<file path="src/rtl/keypad_pkg.sv">
// keypad_pkg: shared constants for the 3x4 keypad scanner.
//   - Scanner state encoding (SCAN, DEBOUNCE, HELD)
//   - Reserved / special key codes
//   - Matrix dimensions
package keypad_pkg;

    typedef logic [1:0] state_t;

    localparam state_t SCAN     = 2'd0;
    localparam state_t DEBOUNCE = 2'd1;
    localparam state_t HELD     = 2'd2;

    localparam logic [3:0] KEY_NONE = 4'd0;
    localparam logic [3:0] KEY_STAR = 4'd10;
    localparam logic [3:0] KEY_ZERO = 4'd11;
    localparam logic [3:0] KEY_HASH = 4'd12;

    localparam int NUM_COLS = 3;
    localparam int NUM_ROWS = 4;

endpackage

</file>
<file path="src/rtl/keypad_scan_timer.sv">
// keypad_scan_timer: free-running 0..SCAN_DIV-1 slot counter.
// Ports:
//   clk   - system clock
//   reset - asynchronous, active-high
//   tick  - high for one cycle while the counter sits at SCAN_DIV-1
module keypad_scan_timer #(
    parameter int unsigned SCAN_DIV = 4
) (
    input  logic clk,
    input  logic reset,
    output logic tick
);

    localparam int unsigned W = (SCAN_DIV > 2) ? $clog2(SCAN_DIV) : 1;
    localparam logic [W-1:0] LAST = W'(SCAN_DIV - 1);
    localparam logic [W-1:0] ONE  = W'(1);

    logic [W-1:0] count_q;

    always_ff @(posedge clk or posedge reset) begin
        if (reset) begin
            count_q <= '0;
        end else if (count_q == LAST) begin
            count_q <= '0;
        end else begin
            count_q <= count_q + ONE;
        end
    end

    assign tick = (count_q == LAST);

endmodule

</file>
<file path="src/rtl/keypad_scanner.sv">
// keypad_scanner: column-scan, debounce and encode for a 3-column x 4-row keypad.
// Ports:
//   clk       - system clock
//   reset     - asynchronous, active-high
//   row_in    - rows, active-low, already synchronised
//   col_out   - column drive, active-low, exactly one bit low
//   key_code  - last accepted code (1..12), 0 after reset
//   key_valid - one-cycle strobe in the cycle key_code updates
//   key_held  - high from the strobe until the release is accepted
module keypad_scanner #(
    parameter int unsigned SCAN_DIV     = 4,
    parameter int unsigned DEBOUNCE_CNT = 3
) (
    input  logic       clk,
    input  logic       reset,
    input  logic [3:0] row_in,
    output logic [2:0] col_out,
    output logic [3:0] key_code,
    output logic       key_valid,
    output logic       key_held
);

    import keypad_pkg::*;

    localparam int unsigned CNT_W = (DEBOUNCE_CNT > 1) ? $clog2(DEBOUNCE_CNT + 1) : 1;
    // Count value held just before the final accepting sample.
    localparam logic [CNT_W-1:0] CNT_LAST = CNT_W'(DEBOUNCE_CNT - 1);
    localparam logic [CNT_W-1:0] CNT_ONE  = CNT_W'(1);

    logic             tick;
    state_t           state_q, state_d;
    logic [1:0]       col_q, col_d, col_next;
    logic [3:0]       cand_q, cand_d;
    logic [CNT_W-1:0] cnt_q, cnt_d;
    logic [3:0]       code_q, code_d;
    logic             valid_q, valid_d;
    logic             held_q, held_d;
    logic             accept;

    logic [2:0] low_cnt;
    logic [1:0] hit_row;
    logic       hit;
    logic [3:0] sample_code;

    keypad_scan_timer #(
        .SCAN_DIV(SCAN_DIV)
    ) u_timer (
        .clk  (clk),
        .reset(reset),
        .tick (tick)
    );

    // A sample is a hit only when exactly one row is pulled low.
    always_comb begin
        low_cnt = '0;
        hit_row = '0;
        for (int r = 0; r < NUM_ROWS; r++) begin
            if (!row_in[r]) begin
                low_cnt = low_cnt + 3'd1;
                hit_row = 2'(r);
            end
        end
    end

    assign hit         = (low_cnt == 3'd1);
    assign sample_code = {2'b00, hit_row} * 4'd3 + {2'b00, col_q} + 4'd1;
    assign col_next    = (col_q == 2'(NUM_COLS - 1)) ? 2'd0 : col_q + 2'd1;

    always_comb begin
        state_d = state_q;
        col_d   = col_q;
        cand_d  = cand_q;
        cnt_d   = cnt_q;
        code_d  = code_q;
        valid_d = 1'b0;
        held_d  = held_q;
        accept  = 1'b0;

        if (tick) begin
            case (state_q)
                SCAN: begin
                    if (hit) begin
                        cand_d  = sample_code;
                        cnt_d   = CNT_ONE;
                        state_d = DEBOUNCE;
                        accept  = (DEBOUNCE_CNT == 1);
                    end else begin
                        col_d = col_next;
                    end
                end
                DEBOUNCE: begin
                    if (hit && (sample_code == cand_q)) begin
                        cnt_d  = cnt_q + CNT_ONE;
                        accept = (cnt_q == CNT_LAST);
                    end else begin
                        cnt_d   = '0;
                        state_d = SCAN;
                        col_d   = col_next;
                    end
                end
                HELD: begin
                    // Any low row, even from a different key, restarts the release count.
                    if (row_in == 4'hF) begin
                        if (cnt_q == CNT_LAST) begin
                            cnt_d   = '0;
                            held_d  = 1'b0;
                            state_d = SCAN;
                            col_d   = col_next;
                        end else begin
                            cnt_d = cnt_q + CNT_ONE;
                        end
                    end else begin
                        cnt_d = '0;
                    end
                end
                default: begin
                    state_d = SCAN;
                    cnt_d   = '0;
                end
            endcase
        end

        if (accept) begin
            code_d  = cand_d;
            valid_d = 1'b1;
            held_d  = 1'b1;
            state_d = HELD;
            cnt_d   = '0;
        end
    end

    always_ff @(posedge clk or posedge reset) begin
        if (reset) begin
            state_q <= SCAN;
            col_q   <= 2'd0;
            cand_q  <= KEY_NONE;
            cnt_q   <= '0;
            code_q  <= KEY_NONE;
            valid_q <= 1'b0;
            held_q  <= 1'b0;
        end else begin
            state_q <= state_d;
            col_q   <= col_d;
            cand_q  <= cand_d;
            cnt_q   <= cnt_d;
            code_q  <= code_d;
            valid_q <= valid_d;
            held_q  <= held_d;
        end
    end

    always_comb begin
        case (col_q)
            2'd1:    col_out = 3'b101;
            2'd2:    col_out = 3'b011;
            default: col_out = 3'b110;
        endcase
    end

    assign key_code  = code_q;
    assign key_valid = valid_q;
    assign key_held  = held_q;

endmodule
</file>
<file path="config.mk">
export PLATFORM = sky130hd
export DESIGN_NAME = keypad_scanner
export DESIGN_NICKNAME = d
export VERILOG_FILES = /design/src/rtl/keypad_pkg.sv /design/src/rtl/keypad_scan_timer.sv /design/src/rtl/keypad_scanner.sv
export SDC_FILE = /design/constraint.sdc
export NUM_CORES = 1
export LEC_CHECK = 0
export BUFFER_PORTS_ARGS = -buffer_cell sky130_fd_sc_hd__buf_2
export CAP_MARGIN = 20
export CORE_UTILIZATION = 50
export CTS_BUF_LIST = sky130_fd_sc_hd__clkbuf_4
export DETAILED_ROUTE_END_ITERATION = 7
export PLACE_DENSITY_LB_ADDON = 0.08
export SYNTH_ARGS = -nofsm -noshare
export SYNTH_HDL_FRONTEND = slang
export SYNTH_SLANG_ARGS = --single-unit
export TNS_END_PERCENT = 5
</file>
<file path="constraint.sdc">
create_clock -name clk -period 4.7 [get_ports clk]
set_input_delay 0 -clock clk [delete_from_list [all_inputs] [get_ports clk]]
set_output_delay 0 -clock clk [all_outputs]
set_load 0.03 [all_outputs]
</file>
==> flow_metrics.tcl, run 1 <==
set metrics [dict create \
    dp_cells 154 \
    maxSlewHeadroom_pct 54.2 \
    tns_ns 0 \
    r2r_cells 9 \
    postSynthCellCount 113 \
    place_congestion 0.868 \
    root_buffer "clkbuf_4" \
    cp_max_fo 7 \
    dp_slack_ns 1.57 \
    antenna_found_initial 0 \
    fin_cells 159 \
    dpl.hpwl_um 1720 \
    fin_crit_ns 3.15 \
    path_cells "fa_1 > inv_1 > fa_1 > xor3_1 > nand4_1 > nor3_4 > nand4_4 > inv_4 > mux2_4" \
    die_w_um 52.5 \
    tightestPinTransition_ns 0.687 \
    yosys-top-cells-area "dfrtp_1 35%, ha_1 14%, mux2_4 4.7%" \
    crit_start "col_q[1]" \
    startpoint_type "flop" \
    core_um2 2320 \
    num_antenna_cells 0 \
    worstReg2RegEnd "key_code[2]" \
    io_buffers 14 \
    floorplan.initialDensity_pct 55.0 \
    grt_pass1_vias 879 \
    end_kind "flop" \
    hold-path-endpoint "key_held" \
    yosys_warnings 0 \
    yosysTopAreaCellShare_pct 35.3 \
    drtIter0Drc 9 \
    finalSetupViolations 0 \
    ir_worst_vdd_mv 0.375 \
    grt_max_degree 19 \
    postSynthAreaPerCell_um2 11.3 \
    hold_depth 4 \
    die_h_um 52.5 \
    grt_use_total_pct 20.3 \
    cts_max_level 1 \
    avgRoutedWirePerCell_um 13.9 \
    dieArea_um2 2760 \
    crit_top_cell "fa_1" \
    rsz0062_at_grt "false" \
    ys_ff_latch 18 \
    grt_pass1_wl_um 4020 \
    crit_type "flop to flop" \
    r2r_start "col_q[1]" \
    clk_latency_ns 0.30 \
    async_reset_ff_share_pct 100 \
    post-route-period-util_pct 67.0 \
    ant_nets 0 \
    cts-buffers-inserted 3 \
    synth_ff_type "dfrtp_1" \
    clock_sinks 18 \
    cts_tree "yes" \
    timing.fmax_mhz 317 \
    num_io_pins 15 \
    cap_violations 0 \
    drive_gt1_share_pct 23.7 \
    power.density_nw_per_um2 430 \
    power_w 0.000605 \
    utilization_pct 60.7 \
    status "finished clean" \
    setup_slack_ns 1.55 \
    yosysSeqAreaShare_pct 35.3 \
    fin_worst_skew_ns 0.00464 \
    drc 0 \
    detail_route.vias_per_cell 5.70 \
    synth_area_leader_cell "dfrtp_1" \
    maxSlewViolCount 0 \
    hold_start "row_in[2]" \
    reg2reg_slack_ns 1.55 \
    clk_pin_slew_ns 0.11 \
    synth_cell_types 44 \
    cpPeakStageDelay_ns 0.58 \
    routed_wl_um 2210 \
    firstDrtPassIters 4 \
    synth_edf_count 0 \
    power.leakage_nw 0.700 \
    hold_class "primary input to flop" \
    synth_nets 135 \
    area.growth.synth_to_final_pct 10.2 \
    synth_area_um2 1280 \
    required_ns 4.90 \
    post_cts_resized 0 \
    critical-path-slowest-cell "fa_1" \
    hold_viol_final 0 \
    clockBufferDepth 2 \
    via_count 907 \
    placementRows 17 \
    cp.arrival_ns 3.35 \
    grt-ovfl-total 0 \
    fin_nets 154 \
]
[worst max-delay path: cells and delay by family, from the launching register on]
kind	cells	cell delay [ns]
mux	1	0.31
flops	1	0.45
fa+ha+maj	2	1.01
buf+inv	2	0.21
xor+xnor	1	0.40
simple gates	3	0.67
[registers in the layout, summed over array words and instances, names as in the netlist]
signal,cells
cand_q,4
cnt_q,2
col_q,2
key_code,4
key_held,1
key_valid,1
state_q,2
u_timer.count_q,2
[synth_stat cells (2+ instances only)]
| master | number |
|---|---|
| dfrtp_1 | 18 |
| inv_1 | 15 |
| ha_1 | 14 |
| o21ai_0 | 5 |
| a21oi_1 | 4 |
| mux2_4 | 4 |
| nand2_1 | 4 |
| nor2_1 | 4 |
| o31ai_1 | 4 |
| xnor2_1 | 3 |
| fa_1 | 2 |
| mux2_1 | 2 |
| mux2_2 | 2 |
| xor2_1 | 2 |
[logic make-up (layout without fill, tap and decap cells)]
kind of cell | Yosys count | after routing | synth area share (%)
compound gates | 24 | 24 | 13.1
simple gates | 22 | 22 | 13.3
flops | 18 | 18 | 35.3
buf+inv | 17 | 35 | 5.78
fa+ha+maj | 16 | 16 | 16.9
mux | 9 | 9 | 9.02
xor+xnor | 7 | 7 | 6.57
[cell type report]
type,instances,area (um2)
clock buffer,3,22.5
timing repair buffer,15,80.1
tap,28,35.0
clock inverter,1,3.75
fill,198,912
sequential,18,450
inverter,16,62.6
multi-input combinational,78,752
[through the flow]
step                      area [um2]  hold slack (ns)
after floorplan                 1280          -0.0614
after global placement          1370            0.127
after detailed placement        1370            0.155
after CTS                       1410            0.220
after global routing            1410            0.284
final                           1410            0.223
[report_power, final]
part	switching (W)	internal, W	total [W]
sequential	0.0000347	0.000186	0.000221
combinational	0.000168	0.000132	0.000300
clock	0.0000533	0.0000310	0.0000843
[metal layers]
layer | wire, um | track usage [%] | up-vias
met1 | 1080 | 27.9 | 431
met4 | 42 | 10.1 | 0
li1 | - | - | 443
met2 | 995 | 31.0 | 28
met3 | 88 | 2.90 | 5
met5 | 0 | 0 | -
[worst max-delay path by stage]
stage                  endpoint  slack [ns]  cells after the start
detailed placement  key_code[2]        1.57                      9
global route        key_code[1]        1.34                      9
floorplan           key_code[0]        1.74                      9
global placement    key_code[2]        1.61                      9
CTS                 key_code[2]        1.53                      9
finish              key_code[2]        1.55                      9
[cells in the final DEF, fill, tap and decap left out, types with 2 or more instances in the layout]
cell and count:
a21oi_1 4, buf_2 14, clkbuf_4 3, dfrtp_1 18, fa_1 2, ha_1 14
inv_1 15, mux2_1 2, mux2_2 2, mux2_4 4, nand2_1 4, nor2_1 4
o21ai_0 5, o31ai_1 4, xnor2_1 3, xor2_1 2
[timing repair]
action | CTS | global route
buffers inserted | 0 | 0
hold buffers | 1 | 0
endpoints found under the hold margin | 18 | 0
No activity file was read; power rests on OpenSTA's default activity.
==> run 2, diff against run 1 <==
clock period = 2.78 ns   (was 4.7 ns; I/O delays follow)
==> run 2 against run 1 <==
Sequential cell count stayed put. Clock power is 59% higher. Die area unchanged. Largest power group unchanged. Combinational power is 81% higher. Worst hold slack worse by 0.043 ns.
==> flow_metrics.tcl, run 2 (synthesis results as in run 1) <==
set metrics [dict create \
    status "finished clean" \
    swShare_pct 41.0 \
    critical-path-slowest-cell "fa_1" \
    firstDrtPassIters 4 \
    cts-buffers-inserted 3 \
    cts_setup_buffers 0 \
    drtIter0Drc 21 \
    dp_slack_ns -0.115 \
    grt_use_total_pct 19.0 \
    grt_max_degree 19 \
    io_buffers 14 \
    fin_nets 160 \
    cts_max_level 1 \
    power_w 0.00105 \
    p_int_w 0.000619 \
    cp.arrival_ns 2.96 \
    final_common_cell "dfrtp_1" \
    tightestPinTransition_ns 0.654 \
    power.density_nw_per_um2 720 \
    clk_pin_slew_ns 0.10 \
    cp_max_fo 6 \
    cp_top_family "adder cells" \
    timing.fmax_mhz 360 \
    startpoint_type "flop" \
    num_antenna_cells 0 \
    grt_pass1_wl_um 3740 \
    drc 0 \
    dpl.hpwl_um 1820 \
    power.share.sequential_pct 35.4 \
    p_clk_share_pct 12.8 \
    hold_class "primary input to flop" \
    finalSetupViolations 0 \
    end_kind "flop" \
    detail_route.vias_per_cell 5.54 \
    clockBufferDepth 2 \
    power.leakage_nw 0.725 \
    rsz0062_at_grt "true" \
    required_ns 2.97 \
    grt_pass1_vias 832 \
    placementRows 17 \
    nFillCells 198 \
    post-route-period-util_pct 99.8 \
    clk_latency_ns 0.29 \
    cts_tree "yes" \
    cpPeakStageDelay_ns 0.53 \
    clock_sinks 18 \
    hold_viol_final 0 \
    antenna_found_initial 0 \
    die_w_um 52.5 \
    power_frac_comb_pct 51.8 \
    path_cells "fa_1 > inv_2 > fa_2 > xor3_1 > nand4_1 > nor3_4 > nand4_4 > clkinv_4 > mux2_4" \
    ant_nets 0 \
    area.growth.synth_to_final_pct 14.1 \
    maxSlewHeadroom_pct 56.4 \
    fin_crit_ns 2.77 \
    multi_input_area_um2 754 \
    cap_violations 0 \
    ir_worst_vdd_mv 0.522 \
    fin_worst_skew_ns 0.000769 \
    avgRoutedWirePerCell_um 13.5 \
    switchingPower_w 0.000430 \
    routed_wl_um 2230 \
    die_h_um 52.5 \
    core_um2 2320 \
    maxSlewViolCount 0 \
    dieArea_um2 2760 \
    root_buffer "clkbuf_4" \
    grt-ovfl-total 0 \
    num_io_pins 15 \
    place_congestion 0.804 \
    floorplan.initialDensity_pct 55.0 \
    drive_gt1_share_pct 28.5 \
    cp_num_buf_inv 2 \
    crit_type "flop to flop" \
    setup_slack_ns 0.00555 \
    via_count 914 \
    seq_area_um2 450 \
    mostFrequentLayoutCells "18 x dfrtp_1, 14 x inv_1, 14 x ha_1, 14 x buf_2, 6 x buf_4" \
]
-- run 2: cell count changes in the layout (fill, tap and decap cells not counted), sizes merged --
cell,before,now
buf,14,20
clkinv,1,2
inv,16,15
-- run 2: final cells by class --
type,count,area share (%)
clock buffers,3,1.55
well taps,28,2.41
multi-input cells,78,51.8
flip-flops and latches,18,30.9
repair buffers,21,8.59
inverters,16,4.47
clock inverters,1,0.258
-- run 2: power groups by stage --
stage | sequential [W] | combinational [W] | clock, W
6_report | 0.000371 | 0.000543 | 0.000134
5_1_grt | 0.000380 | 0.000612 | 0.000152
4_1_cts | 0.000373 | 0.000552 | 0.000139
3_5_place_dp | 0.000378 | 0.000543 | 0
3_3_place_gp | 0.000375 | 0.000532 | 0
2_1_floorplan | 0.000362 | 0.000422 | 0
-- run 2: layer usage --
layer / track usage [%] / share of wire [%] / routed length, um
met1: 23.3 / 47 / 1050
met2: 31.6 / 49 / 1090
met3: 5.22 / 4.1 / 91
met4: 6.58 / 0.27 / 6
met5: 0 / 0 / 0
-- run 2: timing repair --
item / 4_1_cts / 5_1_grt
resized for setup: 1 / 2
setup endpoints to repair: 4 / 9
hold buffers: 1 / 0
pin swaps: 0 / 2
hold endpoints to repair: 18 / 0
-- run 2: path summary, 6_finish.rpt --
path / to / depth (start not counted) / slack, ns / startpoint
setup / recovery: key_code[2] / 9 / 0.006 / col_q[1]
hold / removal: key_held / 4 / 0.18 / row_in[3]
setup reg to reg: key_code[2] / 9 / 0.006 / col_q[1]
hold reg to reg: u_timer.count_q[0] / 1 / 0.43 / u_timer.count_q[0]
max in group asynchronous: cnt_q[0] / 3 / 2.04 / reset
min in group asynchronous: key_code[1] / 3 / 0.33 / reset
-- run 2: per-stage QoR --
step                      instances  util (%)  TNS [ns]  hold WS (ns)  cell area (um2)
after floorplan                 113         -         0       -0.0614             1280
after detailed placement        160      61.1    -0.581         0.129             1420
after CTS                       165      62.7   -0.0557         0.173             1450
after global routing            165      62.8    -0.532         0.227             1460
final                           165      62.8         0         0.180             1460
after global placement          160      61.1    -0.136         0.118             1420
-- run 2: worst min-delay path, stage by stage --
cell and delay (ns):
buf_2 0.14, nand3_1 0.17, o31ai_1 0.08, nand2_1 0.06
